===== src/rtl/dds_pkg.sv =====
// Shared definitions for the DDS measurement path: frequency-meter FSM
// encoding, clock/step scaling and the double-dabble digit helper.
package dds_pkg;

  typedef enum logic [1:0] {
    S_IDLE = 2'd0,
    S_GATE = 2'd1,
    S_CONV = 2'd2,
    S_PUB  = 2'd3
  } fm_state_t;

  // System clock and the frequency of one front-panel tuning step.
  localparam int CLK_HZ  = 50_000_000;
  localparam int STEP_HZ = 5000;

  // Gate length such that one counted edge equals one tuning step.
  localparam int GATE_CYCLES_DEF = CLK_HZ / STEP_HZ;

  // Double-dabble correction: a digit of 5 or more gets 3 added before the
  // shift so that it carries correctly into the next decimal digit.
  function automatic logic [3:0] add3(input logic [3:0] d);
    return (d >= 4'd5) ? d + 4'd3 : d;
  endfunction

endpackage


===== src/rtl/bin2bcd_seq.sv =====
// Sequential binary-to-packed-BCD converter (double dabble), one input bit
// per cycle. The start cycle already performs the first shift, so a CNT_W-bit
// value takes exactly CNT_W cycles and done pulses in the following cycle.
module bin2bcd_seq
  import dds_pkg::*;
#(
  parameter int CNT_W      = 16,
  parameter int BCD_DIGITS = 5
) (
  input  logic                    i_clk,
  input  logic                    i_rst,
  input  logic                    i_start,
  input  logic [CNT_W-1:0]        i_bin,
  output logic [4*BCD_DIGITS-1:0] o_bcd,
  output logic                    o_done
);

  localparam int BCD_W  = 4 * BCD_DIGITS;
  localparam int LEFT_W = $clog2(CNT_W + 1);

  logic [CNT_W-1:0]  r_bin;
  logic [BCD_W-1:0]  r_bcd;
  logic [LEFT_W-1:0] r_left;
  logic              r_done;

  logic [CNT_W-1:0]  w_src_bin;
  logic [BCD_W-1:0]  w_src_bcd;
  logic [BCD_W-1:0]  w_adj;
  logic [CNT_W-1:0]  w_nxt_bin;
  logic [BCD_W-1:0]  w_nxt_bcd;

  // On start the step works on the fresh input with an empty BCD field.
  always_comb begin
    w_src_bin = i_start ? i_bin : r_bin;
    w_src_bcd = i_start ? '0    : r_bcd;
  end

  for (genvar d = 0; d < BCD_DIGITS; d++) begin : g_dig
    assign w_adj[4*d +: 4] = add3(w_src_bcd[4*d +: 4]);
  end

  // One double-dabble step: correct digits, then shift the binary MSB in.
  always_comb begin
    w_nxt_bcd = {w_adj[BCD_W-2:0], w_src_bin[CNT_W-1]};
    w_nxt_bin = w_src_bin << 1;
  end

  // Shift engine with remaining-shift counter and done strobe.
  always_ff @(posedge i_clk) begin
    if (i_rst) begin
      r_bin  <= '0;
      r_bcd  <= '0;
      r_left <= '0;
      r_done <= 1'b0;
    end else begin
      r_done <= 1'b0;
      if (i_start) begin
        r_bin  <= w_nxt_bin;
        r_bcd  <= w_nxt_bcd;
        r_left <= LEFT_W'(CNT_W - 1);
        r_done <= (CNT_W == 1);
      end else if (r_left != '0) begin
        r_bin  <= w_nxt_bin;
        r_bcd  <= w_nxt_bcd;
        r_left <= r_left - 1'b1;
        r_done <= (r_left == LEFT_W'(1));
      end
    end
  end

  assign o_bcd  = r_bcd;
  assign o_done = r_done;

endmodule


===== src/rtl/freq_meter.sv =====
// Gated edge-count frequency meter. Counts synchronised rising edges of
// sig_in over GATE_CYCLES clocks, saturates at 2^CNT_W-1, converts the count
// to packed BCD and publishes binary, BCD and overflow with a valid pulse.
// BCD_DIGITS must be large enough that 10^BCD_DIGITS > 2^CNT_W-1.
module freq_meter
  import dds_pkg::*;
#(
  parameter int GATE_CYCLES = GATE_CYCLES_DEF,
  parameter int CNT_W       = 16,
  parameter int BCD_DIGITS  = 5
) (
  input  logic                    clk,
  input  logic                    clr,
  input  logic                    sig_in,
  input  logic                    meas_en,
  output logic [CNT_W-1:0]        meas_val,
  output logic [4*BCD_DIGITS-1:0] bcd,
  output logic                    ovf,
  output logic                    valid,
  output logic                    busy
);

  localparam int GATE_W = (GATE_CYCLES > 1) ? $clog2(GATE_CYCLES) : 1;
  localparam int CONV_W = (CNT_W > 1) ? $clog2(CNT_W) : 1;
  localparam int BCD_W  = 4 * BCD_DIGITS;

  // Input conditioning
  logic r_sync1, r_sync2, r_prev;
  logic w_edge;

  // Measurement FSM state
  fm_state_t         r_state;
  logic [GATE_W-1:0] r_gate_cnt;
  logic [CNT_W-1:0]  r_edge_cnt;
  logic              r_ovf_int;
  logic [CONV_W-1:0] r_conv_cnt;
  logic              r_start;

  // Published outputs
  logic [CNT_W-1:0]  r_meas_val;
  logic [BCD_W-1:0]  r_bcd;
  logic              r_ovf;
  logic              r_valid;
  logic              r_busy;

  logic [BCD_W-1:0]  w_conv_bcd;
  logic              w_done;

  // Two-flop synchroniser followed by the previous-value register.
  always_ff @(posedge clk) begin
    if (clr) begin
      r_sync1 <= 1'b0;
      r_sync2 <= 1'b0;
      r_prev  <= 1'b0;
    end else begin
      r_sync1 <= sig_in;
      r_sync2 <= r_sync1;
      r_prev  <= r_sync2;
    end
  end

  assign w_edge = r_sync2 & ~r_prev;

  // Gate / convert / publish sequencing with registered outputs.
  always_ff @(posedge clk) begin
    if (clr) begin
      r_state    <= S_IDLE;
      r_gate_cnt <= '0;
      r_edge_cnt <= '0;
      r_ovf_int  <= 1'b0;
      r_conv_cnt <= '0;
      r_start    <= 1'b0;
      r_meas_val <= '0;
      r_bcd      <= '0;
      r_ovf      <= 1'b0;
      r_valid    <= 1'b0;
      r_busy     <= 1'b0;
    end else begin
      r_start <= 1'b0;
      r_valid <= 1'b0;
      case (r_state)
        S_IDLE: begin
          r_busy <= 1'b0;
          if (meas_en) begin
            r_state    <= S_GATE;
            r_gate_cnt <= '0;
            r_edge_cnt <= '0;
            r_ovf_int  <= 1'b0;
            r_busy     <= 1'b1;
          end
        end
        S_GATE: begin
          if (!meas_en) begin
            // Abort: drop the partial count, published outputs hold.
            r_state <= S_IDLE;
            r_busy  <= 1'b0;
          end else begin
            if (w_edge) begin
              if (r_edge_cnt == '1) r_ovf_int  <= 1'b1;
              else                  r_edge_cnt <= r_edge_cnt + 1'b1;
            end
            if (r_gate_cnt == GATE_W'(GATE_CYCLES - 1)) begin
              // Last gate cycle; the converter samples r_edge_cnt next cycle
              // once this cycle's edge has landed in it.
              r_state    <= S_CONV;
              r_gate_cnt <= '0;
              r_conv_cnt <= '0;
              r_start    <= 1'b1;
            end else begin
              r_gate_cnt <= r_gate_cnt + 1'b1;
            end
          end
        end
        S_CONV: begin
          // meas_en is ignored; the conversion always runs to completion.
          if (r_conv_cnt == CONV_W'(CNT_W - 1)) begin
            r_state <= S_PUB;
            r_busy  <= 1'b0;
          end else begin
            r_conv_cnt <= r_conv_cnt + 1'b1;
          end
        end
        S_PUB: begin
          // The converter's done strobe lands exactly in this cycle.
          if (w_done) begin
            r_meas_val <= r_edge_cnt;
            r_bcd      <= w_conv_bcd;
            r_ovf      <= r_ovf_int;
            r_valid    <= 1'b1;
          end
          if (meas_en) begin
            r_state    <= S_GATE;
            r_gate_cnt <= '0;
            r_edge_cnt <= '0;
            r_ovf_int  <= 1'b0;
            r_busy     <= 1'b1;
          end else begin
            r_state <= S_IDLE;
            r_busy  <= 1'b0;
          end
        end
        default: begin
          r_state <= S_IDLE;
          r_busy  <= 1'b0;
        end
      endcase
    end
  end

  bin2bcd_seq #(
    .CNT_W      (CNT_W),
    .BCD_DIGITS (BCD_DIGITS)
  ) u_bin2bcd (
    .i_clk   (clk),
    .i_rst   (clr),
    .i_start (r_start),
    .i_bin   (r_edge_cnt),
    .o_bcd   (w_conv_bcd),
    .o_done  (w_done)
  );

  assign meas_val = r_meas_val;
  assign bcd      = r_bcd;
  assign ovf      = r_ovf;
  assign valid    = r_valid;
  assign busy     = r_busy;

endmodule


===== config.mk =====
export PLATFORM = sky130hd
export DESIGN_NAME = freq_meter
export DESIGN_NICKNAME = d
export VERILOG_FILES = /design/src/rtl/dds_pkg.sv /design/src/rtl/bin2bcd_seq.sv /design/src/rtl/freq_meter.sv
export SDC_FILE = /design/constraint.sdc
export NUM_CORES = 1
export LEC_CHECK = 0
export CAP_MARGIN = 20
export CELL_PAD_IN_SITES_DETAIL_PLACEMENT = 1
export CELL_PAD_IN_SITES_GLOBAL_PLACEMENT = 2
export CORE_ASPECT_RATIO = 1.5
export CORE_MARGIN = 2
export CORE_UTILIZATION = 32
export CTS_CLUSTER_DIAMETER = 200
export DETAILED_ROUTE_END_ITERATION = 12
export PLACE_DENSITY_LB_ADDON = 0.08
export SYNTH_ARGS = -nofsm -noshare
export SYNTH_HDL_FRONTEND = slang
export SYNTH_SLANG_ARGS = --single-unit

===== constraint.sdc =====
create_clock -name clk -period 2.3 [get_ports clk]
set_input_delay 0.46 -clock clk [delete_from_list [all_inputs] [get_ports clk]]
set_output_delay 0.46 -clock clk [all_outputs]
set_load 0.1 [all_outputs]

* Word-level counts from Yosys, hierarchy flattened
Index checks and enable logic that the tools add are counted.
** Storage, ports and cells
- Memory bits (writable) :: 0
- Word-level logic and storage cells :: 117
- Latch bits :: 0
- Output and inout bits :: 39
- Bits of input ports :: 4
- Memory bits (read-only) :: 0
- Memories kept :: 0
- Register bits :: 121
** Operators by class
- Reduce and logical (&&, ||, !) cells :: 17
- Mux-type cells :: 43
- Shift operators :: 0
- $add $sub $neg :: 9
- Magnitude comparators :: 5
- Bitwise logic cells :: 6
- Equality and inequality tests :: 18
- Divide/modulo/power cells :: 0
- Multipliers :: 0
** Operators by type and width (number)
- two-way mux 16 bit :: 7
- two-way mux 20 bit :: 3
- two-way mux 14 bit :: 3
- two-way mux 4 bit :: 9
- case mux 16 bit (2 select lines) :: 1
- case mux 14 bit (2 select lines) :: 1
- >= comparator 4 x 3 -> 1 bit, second input constant :: 5
- inequality test 2 bit, second input constant :: 9
- adder 16 x 1 -> 16 bit, second input constant :: 1
- adder 4 x 2 -> 4 bit, second input constant :: 4
- equality test 16 bit, second input constant :: 1
- adder 14 x 1 -> 14 bit, second input constant :: 1
- equality test 14 bit, second input constant :: 1
- two-way mux 1 bit :: 10
- AND reduction 5 bit :: 2
- two-way mux 2 bit :: 4
- case mux 2 bit (4 select lines) :: 1
- case mux 4 bit (2 select lines) :: 1
- AND reduction 3 bit :: 2
- nonzero test 2 bit :: 3
- OR reduction 2 bit :: 3
- OR reduction 3 bit :: 2
- equality test 5 x 1 -> 1 bit, second input constant :: 1
- NOT 1 bit :: 5
- 16 further kinds :: 18

* Logic depth before layout (Yosys ltp)
Gate-level depths: netlist of run 1.
- Word-level depth :: 5
- Mapped depth :: 10
- Depth with buffers taken out :: 8

* Cells and area by module
A second synthesis of run 1 with hierarchy kept.
** Second synthesis, totals
- Cells, all modules :: 727
- Area total of the unflattened synthesis :: 5756.8 µm²
** By module, submodules not included
- freq_meter :: cells an instance 442, instances 1, seq. area each 1601.5 µm², area an instance 3554.7 µm²
- bin2bcd_seq :: cells an instance 285, instances 1, seq. area each 820.8 µm², area an instance 2202.1 µm²

* Worst setup path after synthesis of run 1
OpenSTA, ideal clock, no wires.
- Kind :: register to register
- Start point :: register r_start
- End point :: register u_bin2bcd.r_bcd[14], in the netlist u_bin2bcd.o_bcd[14]
- Clock period less this slack :: 2.225 ns
- Stages on the path, launching flop included :: 11
- Path slack :: 0.075 ns
- Path buffers :: 3
- Required time :: 2.164 ns
- Data arrival time :: 2.090 ns
- Setup time :: 0.136 ns
- Path through :: dfxtp_1 clkbuf_1 clkbuf_1 buf_1 nand2b_1 ha_1 nand2b_1 a21oi_1 nor2_1 a2bb2oi_1 o32ai_1
** On the way
- Word-level cells in the longest chain between the ends :: 5
- Elaborated cells on any way between the ends :: 7
- Classes of those cells :: 1 x add/sub; 1 x order compare; 4 x mux; 1 x reduce/logical
** Ends and longest elaborated chain
- start: declaration :: line freq_meter.sv:37 : logic r_start;
- start signal: assignment :: line freq_meter.sv:72 : r_start <= 1'b0;
- start signal: assignment :: line freq_meter.sv:79 : r_start <= 1'b0;
- start signal: assignment :: line freq_meter.sv:108 : r_start <= 1'b1;
- two-way mux 20 bit :: line bin2bcd_seq.sv:35 : w_src_bcd = i_start ? '0 : r_bcd;
- adder 4 x 2 -> 4 bit / >= comparator 4 x 3 -> 1 bit (equally long branches) :: line dds_pkg.sv:22 : return (d >= 4'd5) ? d + 4'd3 : d;
- two-way mux 4 bit :: line dds_pkg.sv:22
- two-way mux 20 bit :: line bin2bcd_seq.sv:62 : end else if (r_left != '0) begin
- two-way mux 20 bit :: line bin2bcd_seq.sv:57 : if (i_start) begin
- end signal: assignment :: line bin2bcd_seq.sv:59 : r_bcd <= w_nxt_bcd;
- end signal: assignment :: line bin2bcd_seq.sv:64 : r_bcd <= w_nxt_bcd;
- end: declaration :: line bin2bcd_seq.sv:22 : logic [BCD_W-1:0] r_bcd;
Parallel ways exist; a longest one is shown, timed or not. The select of a mux whose other input is x is not followed.
A chain may end at the register's enable or synchronous reset.

==> results of run 1 <==
[cell usage in the layout, fill, tap and decap left out, types with 6 or more instances in the layout]
master and count:
nand2_1 166, dfxtp_1 120, a21oi_1 86, buf_4 73, nor2_1 49, nor3_1 23
nand3_1 23, o21ai_0 19, inv_1 19, ha_1 19, nand2b_1 18, a21o_1 17
clkbuf_16 17, xnor2_1 15, a311oi_1 9, a31oi_1 9, a211oi_2 9, nand4_1 9
a211oi_1 6
[sequential cells by signal, summed over array words and instances (netlist names), named ones only]
name and count:
bcd 20, busy 1, meas_val 16, ovf 1
r_conv_cnt 4, r_edge_cnt 16, r_gate_cnt 14, r_ovf_int 1
r_prev 1, r_start 1, r_state 1, r_sync1 1
r_sync2 1, u_bin2bcd.o_bcd 20, u_bin2bcd.o_done 1, u_bin2bcd.r_bin 15
u_bin2bcd.r_left 5, valid 1
[per-layer routing]
layer / global-route usage / vias to the layer above / part of all wire
li1: - / 2618 / -
met1: 0.194 / 2606 / 0.40
met2: 0.355 / 82 / 0.56
met3: 0.0339 / 21 / 0.022
met4: 0.0689 / 0 / 0.017
met5: 0 / - / 0
[where the power goes]
part           leakage (nW)  internal (mW)  switching (mW)
clock network         0.323           2.03           0.965
logic                  1.31          0.491           0.866
registers             0.979           2.23           0.145
[cells by family (layout without fill, tap and decap cells)]
kind of cell    after synthesis  in the layout  share of synthesized area
compound gates              177            177                      0.194
xor+xnor                     19             19                     0.0285
fa+ha+maj                    22             22                     0.0471
buf+inv                      72            126                     0.0505
flops                       121            121                      0.415
mux                           5              5                    0.00964
simple gates                323            323                      0.256
[worst max-delay path: cells and delay by family, from the launching register on]
family	cells	cell delay, ps
compound gates	3	710
fa+ha+maj	1	400
buf+inv	2	340
flops	1	420
simple gates	2	210
[area by class of cell]
type / instances / share of cell area
Clock inverter: 8 / 0.0231
Tap cell: 217 / 0.0379
Clock buffer: 23 / 0.0682
Timing Repair Buffer: 76 / 0.0822
Multi-Input combinational cell: 546 / 0.440
Inverter: 19 / 0.00996
Sequential cell: 121 / 0.339
[final timing paths]
| check | startpoint | endpoint | cells after the start | slack, ps |
|---|---|---|---|---|
| worst min register to register | r_sync1 | r_sync2 | 1 | 450 |
| worst max-delay path | register | r_edge_cnt[8] | 8 | 150 |
| worst min-delay path | clr | r_conv_cnt[0] | 2 | 380 |
| worst max register to register | register | r_edge_cnt[8] | 8 | 150 |
[through the flow]
| step | total power [mW] | area, sq um | util |
|---|---|---|---|
| after floorplan | 3.43 | 5840 | - |
| after global placement | 3.72 | 6480 | 0.361 |
| after detailed placement | 3.78 | 6480 | 0.361 |
| after CTS | 6.83 | 7130 | 0.397 |
| after global routing | 7.11 | 7160 | 0.399 |
| final | 6.72 | 7160 | 0.399 |
[timing repair]
action                                  CTS  global route
hold buffers                              0             0
endpoints found under the setup margin    0             9
resized for setup                         0             8
==> metrics, run 1 <==
Post-synth ARST share 0; initial antenna violation count 0; placed insts 979; grt ovf 0; Netlist Area Pre-Place 5840 sq um; Synth Net Count 765; outcome finished, final reports clean; CTS tree done; vias per cell 5.27; CTS sink cnt 121; later-pin clock latency in the skew report about 420 ps; largest net degree at the start of global routing 37; routability cong. 0.806; TNS Setup 0 ps; Die Wd 114 microns; Reg area between 2000 and 2500 sq um; die outline height 169 microns; crit-path cells inv_1 > ha_2 > nand2b_1 > a221o_1 > nor2_1 > buf_4 > a21oi_1 > a211oi_1; Clock Path Buffers 2; Initial Util 0.326; vias in the first global route 5757; CP Max Fanout 11; number of port buffers 42; Max IR drop VDD roughly 400 uV; CP arrival 2480 ps; average cell area after synthesis about 7.9 sq um; Seq cells post-synth between 100 and 150; DR iter-0 viols 187; H-Tree Depth 4; hold crit path type in -> reg; share of cells above drive strength 1 0.168; RSZ-0062 raised after global routing false; Mapped Cells between 700 and 800; skew final 9.96 ps; CP startpoint kind register; fillcell total 2147; Post-synth EDFFs 0; CP Class reg -> reg; CTS buffer count 17; Fmax 465 MHz; FP Rows 60; pwr/cell area between 900 and 1000 nW/um^2; Max-slew headroom 0.679; fin. max-slew vios 0; remaining antenna violation count 0; Cell Count, Final, Fillers Out between 1000 and 1500; critical path's slowest cell dfxtp_1; area occupied by multi-input gates 3150 sq um; Max-Cap Viols 0; Crit. End Element register; DRC 0; worst setup margin 149 ps; clk root buf clkbuf_16; first-pass GRT wire length 28300 microns; WHS 382 ps; IO Pins 43; Largest stage delay, worst path 420 ps; most numerous cell in the Yosys netlist nand2_1; Period minus WS final approximately 2200 ps; Worst-path clk slew approximately 60 ps; total wire length approximately 17000 microns; drt wl/cell 16.6 microns; top_reg_cell synth dfxtp_1; final setup fails 0; Yosys top cell by area dfxtp_1; Seq/Total Area, Yosys 0.415; Lkg Pwr 2.61 nW; Post-CTS Setup Bufs 0; vias roughly 5300; synthesis warning total 0; Commonest cells post-synth 166 x nand2_1, 121 x dfxtp_1, 86 x a21oi_1, 49 x nor2_1, 37 x clkbuf_1; number of distinct library cells after synthesis 60; share of the synthesized area in the top cell type 0.415; Worst Max-Slew Pin Slew roughly 480 ps; final worst path period share 0.935; hpwl dp 11900 microns; total track usage 0.184; area grow syn2layout 22.5%; top post-synthesis cells by area dfxtp_1 41%, nand2_1 11%, a21oi_1 7.4%; First-pass DRT Iterations 5; critical path required time 2630 ps; Hold Fails Final Rpt 0; nets 807; Die ar. 19400 sq um; dpl ws 22.0 ps; CORE AREA 17900 sq um; diode count 0
No activity file was read; power rests on OpenSTA's default activity.
==> run 2: changes to the inputs <==
--- a/config.mk
+++ b/config.mk
@@ -11,5 +11,5 @@
 export CORE_ASPECT_RATIO = 1.5
 export CORE_MARGIN = 2
-export CORE_UTILIZATION = 32
+export CORE_UTILIZATION = 35
 export CTS_CLUSTER_DIAMETER = 200
 export DETAILED_ROUTE_END_ITERATION = 12
==> constraint.sdc (replaced) <==
create_clock -name clk -period 2 [get_ports clk]
set_input_delay 0.4 -clock clk [delete_from_list [all_inputs] [get_ports clk]]
set_output_delay 0.4 -clock clk [all_outputs]
set_load 0.01 [all_outputs]
==> run 2 against run 1 <==
Effect of this change:
- clock-buffer cell count fell by 4
- core utilization rose by 6.4 points
- routed wire length fell by 1.3%
- sequential power rose by 15%
- via count rose by 1.8%
- critical path depth did not move
- largest power group unchanged
- combinational power rose by 26%
- global-route usage rose by 1.5 points
- highest routed layer unchanged
- die area fell by 8.3%
- hold slack got worse by 150 ps
- cell count rose by 2.2%
- sequential share of layout area fell by 1.6 points
==> metrics, run 2 (synthesis gave the netlist of run 1 again) <==
outcome finished, final reports clean; TNS Setup 0 ps (unchanged); CTS tree done; Lkg Pwr 2.66 nW (+1.7%); total wire length 16500 microns (-1.3%); fin. max-slew vios 0 (unchanged); First-pass DRT Iterations 6 (+1); Initial Util 0.359 (+0.0337); final worst path period share 0.959 (+0.0232); CTS buffer count 17 (unchanged); FP Rows 57 (-5.0%); area grow syn2layout 28.9%; Max-slew headroom 0.728 (+0.0488); Crit. End Element register; Clock Path Buffers 2 (unchanged); grt ovf 0 (unchanged); CP arrival 2220 ps (-260 ps); setup slack, reg-to-reg 80 ps (-70 ps); CTS sink cnt 121 (unchanged); IO Pins 43 (unchanged); vias 5422 (+1.8%); CP Class reg -> reg; remaining antenna violation count 0 (unchanged); pwr/cell area 995 nW/um^2 (+5.9%); commonest non-fill, non-tap cell in the layout nand2_1; vias in the first global route 5738 (-0.33%); later-pin clock latency in the skew report 420 ps (about the same); share of cells above drive strength 1 0.171 (+0.00298); critical path required time 2300 ps (-330 ps); Cell Count, Final, Fillers Out 1032 (+2.2%); routability cong. 0.822 (+2.0%); placed cell area 6810 sq um (+5.2%); Max-Cap Viols 0 (unchanged); initial antenna violation count 0 (unchanged); total track usage 0.198 (+0.0146); vias per cell 5.25 (-0.39%); Max IR drop VDD 428 uV (+9.3%); H-Tree Depth 4 (unchanged); CP Max Fanout 7 (-4); CP startpoint kind register; clk root buf clkbuf_16; drt wl/cell 16.0 microns (-3.5%); CTS Hold Bufs 0 (unchanged); nets 839 (+4.0%); number of port buffers 42 (unchanged); largest net degree at the start of global routing 77 (+110%); placed insts 998 (+1.9%); die outline height 162 microns (-4.3%); Worst Max-Slew Pin Slew 408 ps (-73.2 ps); hpwl dp 11700 microns (-1.1%); hold crit path type in -> reg; final setup fails 0 (unchanged); CORE AREA 16300 sq um (-9.4%); Period minus WS final 1920 ps (-234 ps); first-pass GRT wire length 28000 microns (-1.3%); Die Wd 109 microns (-4.2%); Worst-path clk slew 60 ps (about the same); RSZ-0062 raised after global routing true; Hold Fails Final Rpt 0 (unchanged); DR iter-0 viols 154 (-18%); diode count 0 (unchanged); most frequent cells in the layout 166 x nand2_1, 120 x dfxtp_1, 86 x a21oi_1; Die ar. 17800 sq um (-8.3%); DRC 0 (unchanged); Fmax 522 MHz (+12%); Final Instance Area 7530 sq um (+5.2%); skew final 8.37 ps (-1.59 ps)
==> run 2: worst max-delay path, stage by stage, from the launching register on <==
cell and delay [ps]:
dfxtp_1 320, inv_2 120, ha_4 190, nand4_1 150, nor4_4 380, buf_4 200
buf_4 130, nor3_1 50, o221a_2 260
==> run 2: per-stage QoR <==
stage / hold WS [ps] / power, mW / utilization / setup WS, ps
2_1_floorplan: 414 / 3.93 / - / 22.5
3_3_place_gp: 427 / 4.38 / 0.419 / -77.9
3_5_place_dp: 424 / 4.46 / 0.419 / -168
4_1_cts: 221 / 7.57 / 0.456 / 7.79
5_1_grt: 242 / 7.95 / 0.463 / -32.0
6_report: 234 / 7.49 / 0.463 / 82.8
==> run 2: routing by layer <==
layer / vias up / track usage / share of wire
li1: 2682 / - / -
met2: 55 / 0.365 / 0.55
met5: - / 0 / 0
met1: 2663 / 0.222 / 0.41
met3: 22 / 0.0397 / 0.019
met4: 0 / 0.0673 / 0.015
==> run 2: power by group <==
group / total (mW) / switching (mW) / internal (mW)
registers: 2.73 / 0.160 / 2.57
clock network: 3.06 / 1.11 / 1.94
logic: 1.71 / 0.995 / 0.711
==> run 2: what timing repair did <==
action	in CTS	in global routing
endpoints found under the setup margin	13	34
pin swaps	0	9
buffers inserted	0	2
gates resized for setup	5	25
==> run 2: path summary, 6_finish.rpt <==
kind	from	end	cells past startpoint
setup / recovery	register	r_edge_cnt[3]	8
hold reg to reg	r_sync1	r_sync2	1
hold / removal	clr	r_gate_cnt[1]	2
setup reg to reg	register	r_edge_cnt[3]	8
==> run 2: layout make-up <==
type	count	area, sq um
fill	1963	8730
multi-input combinational	546	3240
sequential	121	2430
timing repair buffer	108	951
clock buffer	19	433
tap	206	258
clock inverter	13	154
inverter	19	71.3
